### src/rtl/dbus_ctrl.sv
// Data-bus access controller: issues one memory-stage access to the dbus,
// holds it until the dbus completes it, and reports the result to the pipeline.
module dbus_ctrl #(
  parameter logic [15:0] MAX_LAT = 16'hFFFF
) (
  input  logic        clk,
  input  logic        reset,
  input  logic        req_valid,
  input  logic [63:0] req_addr,
  input  logic [2:0]  req_size,
  input  logic [7:0]  req_strobe,
  input  logic [63:0] req_data,
  input  logic        flush,
  output logic        d_valid,
  output logic [63:0] d_addr,
  output logic [2:0]  d_size,
  output logic [7:0]  d_strobe,
  output logic [63:0] d_data,
  input  logic        d_data_ok,
  input  logic [63:0] d_rdata,
  output logic [63:0] rdata,
  output logic        done,
  output logic        busy,
  output logic [15:0] last_lat
);

  typedef enum logic [1:0] {
    IDLE  = 2'd0,
    BUSY  = 2'd1,
    DONE  = 2'd2,
    ABORT = 2'd3
  } state_t;

  state_t      state, state_nxt;
  logic        accept;
  logic        complete;
  logic [15:0] lat_cnt;
  logic [15:0] lat_inc;

  always_comb begin
    // NOTE: every signal gets a default first so no path leaves it unassigned (no latches).
    state_nxt = state;
    accept    = 1'b0;
    complete  = 1'b0;
    unique case (state)
      IDLE: begin
        if (req_valid && !flush) begin
          state_nxt = BUSY;
          accept    = 1'b1;
        end
      end
      BUSY: begin
        if (d_data_ok) begin
          // A flush in the completing cycle discards the result silently.
          state_nxt = flush ? IDLE : DONE;
          complete  = !flush;
        end else if (flush) begin
          state_nxt = ABORT;
        end
      end
      DONE:  state_nxt = IDLE;
      // The dbus request cannot be withdrawn, so wait it out and drop the data.
      ABORT: if (d_data_ok) state_nxt = IDLE;
      default: state_nxt = IDLE;
    endcase
  end

  // d_valid is decoded from state so an asynchronous reset drops it at once.
  assign d_valid = (state == BUSY) || (state == ABORT);
  assign done    = (state == DONE) && !flush;
  assign busy    = reset &&
                   (((state == IDLE) && req_valid && !flush) || (state == BUSY) || (state == ABORT));
  assign lat_inc = (lat_cnt == MAX_LAT) ? lat_cnt : lat_cnt + 16'd1;

  // NOTE: sequential state uses non-blocking assignments so all registers update together.
  always_ff @(posedge clk or negedge reset) begin
    if (!reset) begin
      state    <= IDLE;
      d_addr   <= '0;
      d_size   <= '0;
      d_strobe <= '0;
      d_data   <= '0;
      rdata    <= '0;
      lat_cnt  <= '0;
      last_lat <= '0;
    end else begin
      state <= state_nxt;
      if (accept) begin
        d_addr   <= req_addr;
        d_size   <= req_size;
        d_strobe <= req_strobe;
        d_data   <= req_data;
        lat_cnt  <= '0;
      end else if (d_valid) begin
        lat_cnt <= lat_inc;
      end
      // The completing cycle itself counts toward the reported latency.
      if (complete) begin
        rdata    <= d_rdata;
        last_lat <= lat_inc;
      end
    end
  end

endmodule

### config.mk
export PLATFORM = sky130hd
export DESIGN_NAME = dbus_ctrl
export DESIGN_NICKNAME = d
export VERILOG_FILES = /design/src/rtl/dbus_ctrl.sv
export SDC_FILE = /design/constraint.sdc
export NUM_CORES = 1
export LEC_CHECK = 0
export ABC_CLOCK_PERIOD_IN_PS = 5400
export BUFFER_PORTS_ARGS = -buffer_cell sky130_fd_sc_hd__buf_4
export CAP_MARGIN = 20
export CORE_AREA = 2 2 168 170
export DETAILED_ROUTE_END_ITERATION = 12
export DIE_AREA = 0 0 170 172
export REMOVE_ABC_BUFFERS = 1
export SKIP_CTS_REPAIR_TIMING = 1
export SYNTH_ARGS = -nofsm -noshare
export SYNTH_HDL_FRONTEND = slang
export SYNTH_SLANG_ARGS = --single-unit
### constraint.sdc
create_clock -name clk -period 5.4 [get_ports clk]
set_clock_uncertainty 0.2 [all_clocks]
set_input_delay 0.27 -clock clk [delete_from_list [all_inputs] [get_ports clk]]
set_output_delay 0.27 -clock clk [all_outputs]
set_load 0.05 [all_outputs]
==> flow_summary_export.csv <==
group,metric,value,unit
logic_synthesis,synth_xor_area_share,0.2783,%
placed_design,place_ws,2.034,ns
timing,fmax,0.2571,GHz
route,first_iter_violations,490,
pwr,leakagePower,8.503,nW
final_layout,syn_to_final_growth,68.99,%
timing,finalSetupViolCount,0,
clock_tree,clk_pin_slew_worst_paths,0.06,ns
global_route,antenna_found_initial,4,
logic_synthesis,synthCells,1055,
worst_setup_path,endpoint_kind,"primary output",
logic_synthesis,synth.avg_cell_area,8.948,um2
final_layout,nets,1874,
global_route,grt_max_degree,124,
route,drt_pass1_iterations,6,
route,drc,0,
logic_synthesis,yosys.area_share.simple,30.11,%
floorplan,io_pins,430,
route,vias,9370,
placed_design,portBuffers,429,
global_route,grt_pass1_vias,8276,
pwr,peakVddDrop,0.2707,mV
final_layout,drive_gt1_share,29.39,%
timing,rsz0062_at_grt,"false",
floorplan,fp.coreArea,0.02748,mm2
final_layout,fillers,2332,
floorplan,die_height,172,um
logic_synthesis,synthAdderAreaFrac,0.1325,%
logic_synthesis,syn_area,0.009440,mm2
clock_tree,cts_buffer_depth,3,
floorplan,die_w,170,um
route,drtAntennaViolNets,0,
floorplan,rows,61,
timing,finalCritPeriodShare,72.01,%
clock_tree,cts-root-buf,"clkbuf_16",
logic_synthesis,synth_compound_area_share,3.406,%
logic_synthesis,ys_seq_elements,237,
logic_synthesis,ys_seq_area_share,62.82,%
logic_synthesis,yosys_warnings,0,
clock_tree,cts.sinks,237,
timing,worst_slack,1.511,ns
timing,hold_violations,0,
placed_design,place_congestion,0.7689,
route,via_per_inst,4.604,
worst_setup_path,cp.arrival,3.42,ns
placed_design,dp_hpwl,20910,um
logic_synthesis,synth_top_family_by_area,"simple AND/OR/NAND/NOR gates",
global_route,grt_pass1_wl,45330,um
outcome,status,"completed",
clock_tree,cts_buffers,27,
floorplan,die_area,0.02924,mm2
worst_setup_path,critical_path_class,"reg2out",
worst_hold_path,min_path_type,"in2reg",
final_layout,final_area,0.01595,mm2
logic_synthesis,yosysUniqueCellTypes,51,
logic_synthesis,synthMuxAreaShare,0.4374,%
timing,fin_crit,3.889,ns
route,wirelength,32460,um
flow_run,max-cap-violations,0,
timing,slew_violations,0,
timing,slew_headroom,29.21,%
global_route,track_usage,19.43,%
worst_setup_path,worstSetupStartpointType,"flop",
route,drt-wirelength-per-cell,15.95,um
global_route,grt_overflow,0,
pwr,p_per_area,494.5,mW/mm2
clock_tree,clk_latency,0.52,ns
placed_design,placedInstanceArea,0.01295,mm2
worst_setup_path,cp.required,4.93,ns
timing,worst_slew_pin_slew,1.062,ns
clock_tree,cts_tree,"built",
clock_tree,cts_max_level,1,
worst_setup_path,worstPathMaxFanout,74,
floorplan,start_util,34.36,%
-- sequential cells by signal, summed over array words and instances, names as in the netlist --
| signal | count |
|---|---|
| d_strobe | 8 |
| rdata | 64 |
| lat_cnt | 16 |
| d_size | 3 |
| last_lat | 16 |
| d_data | 64 |
| state | 2 |
| d_addr | 64 |
-- per-layer routing --
| metal | track usage (%) | wire (um) | up-vias |
|---|---|---|---|
| met5 | 0 | 0 | - |
| met4 | 5.797 | 712 | 0 |
| met3 | 7.599 | 3184 | 58 |
| met2 | 32.16 | 15770 | 386 |
| met1 | 23.55 | 12800 | 4379 |
| li1 | - | - | 4547 |
-- layout by cell type, fill, tap and decap left out, types with 4 or more instances in the layout --
cell type      Yosys  routed
o21ai_0            5       5
nor3_1             4       4
o31ai_1            5       5
o21ai_1            4       4
nand3_1           16      14
bufinv_16          0       4
nor2_1             8       8
clkbuf_1          36       5
a211oi_1           5       5
or4_1              6       6
o211ai_1           6       6
clkbuf_16          0      27
o22ai_1            4       4
diode_2            0       5
dfrtp_1          237     237
dlygate4sd3_1      0     205
a21oi_1           10      10
and3_1             6       4
nand2_1          631     631
buf_4              1     432
clkinv_2           0       5
-- metrics by stage --
step | cells | TNS (ns) | hold WS [ns] | power [mW] | util [%]
2_1_floorplan | 995 | -1.060 | -0.2256 | 4.706 | -
3_3_place_gp | 1776 | 0 | 0.04853 | 5.864 | 47.13
3_5_place_dp | 1776 | 0 | 0.05129 | 5.894 | 47.13
4_1_cts | 1824 | 0 | -0.5132 | 7.815 | 50.45
5_1_grt | 2034 | 0 | 0.05177 | 8.271 | 58.05
6_report | 2035 | 0 | 0.02241 | 7.888 | 58.06
-- logic make-up (layout without fill, tap and decap cells) --
logic type,Yosys count,after routing
xor+xnor,3,3
other cells,0,5
compound gates,49,49
mux,4,4
buf+inv,63,692
fa+ha+maj,1,1
simple gates,698,698
flops,237,237
-- report_power, final --
group | total (mW) | switching, mW | internal, mW
clock network | 1.89 | 0.740 | 1.15
logic | 3.44 | 2.42 | 1.01
registers | 2.56 | 0.300 | 2.26
total | 7.89 | 3.46 | 4.43
-- final timing paths --
kind / start / end / slack (ns) / depth (start not counted)
max: state[0]$_DFFE_PN0P_ / busy / 1.51 / 4
min: flush / state[1]$_DFFE_PN0P_ / 0.02 / 4
max reg2reg: state[0]$_DFFE_PN0P_ / d_addr[26]$_DFFE_PN0N_ / 2.06 / 5
min reg2reg: rdata[8]$_DFFE_PN0P_ / rdata[8]$_DFFE_PN0P_ / 0.27 / 2
max in group asynchronous: reset / d_addr[29]$_DFFE_PN0N_ / 3.81 / 3
min in group asynchronous: reset / rdata[25]$_DFFE_PN0P_ / 0.07 / 2
-- final cells by class --
type | instances | area [um2] | share of cell area (%)
multi-input cells | 755 | 3276 | 20.53
well taps | 346 | 432.9 | 2.714
diodes | 5 | 12.51 | 0.07843
flip-flops and latches | 237 | 5931 | 37.18
clock buffers | 35 | 735.7 | 4.612
clock inverters | 13 | 176.4 | 1.106
repair buffers | 641 | 5378 | 33.71
inverters | 3 | 11.26 | 0.07059
-- critical path, cell delays in order (launching register included) --
cell      delay (ns)
dfrtp_1         0.67
inv_1           0.65
nand3_4         0.85
a21boi_0        0.47
buf_4           0.26
-- synth_stat cells, drive strengths merged --
| master | count | share of area [%] |
|---|---|---|
| nor4 | 5 | 0.62 |
| o21ai | 9 | 0.48 |
| and4 | 2 | 0.19 |
| a31o | 1 | 0.093 |
| o211ai | 6 | 0.48 |
| dfrtp | 237 | 63 |
| a311o | 1 | 0.11 |
| and4b | 2 | 0.21 |
| mux2 | 1 | 0.12 |
| xor2 | 2 | 0.19 |
| nand4b | 2 | 0.19 |
| and2 | 1 | 0.066 |
| xnor2 | 1 | 0.093 |
| clkbuf | 37 | 1.5 |
| a41oi | 1 | 0.093 |
| o31a | 1 | 0.093 |
| or3 | 1 | 0.066 |
| nor2 | 8 | 0.32 |
| mux2i | 3 | 0.32 |
| or2 | 3 | 0.20 |
| a31oi | 2 | 0.13 |
| a21o | 1 | 0.080 |
| o311ai | 2 | 0.19 |
| o22ai | 4 | 0.27 |
| nand4 | 5 | 0.56 |
| inv | 3 | 0.12 |
| or4 | 7 | 0.60 |
| nor3 | 5 | 0.38 |
| a21oi | 10 | 0.53 |
| and3b | 1 | 0.093 |
| nand3 | 18 | 1.1 |
| nand2 | 631 | 25 |
| buf | 23 | 1.2 |
| a21boi | 1 | 0.080 |
| ha | 1 | 0.13 |
| o31ai | 5 | 0.40 |
| and3 | 6 | 0.40 |
| a211oi | 5 | 0.40 |
| nor3b | 1 | 0.080 |
No activity file was read; power rests on OpenSTA's default activity.
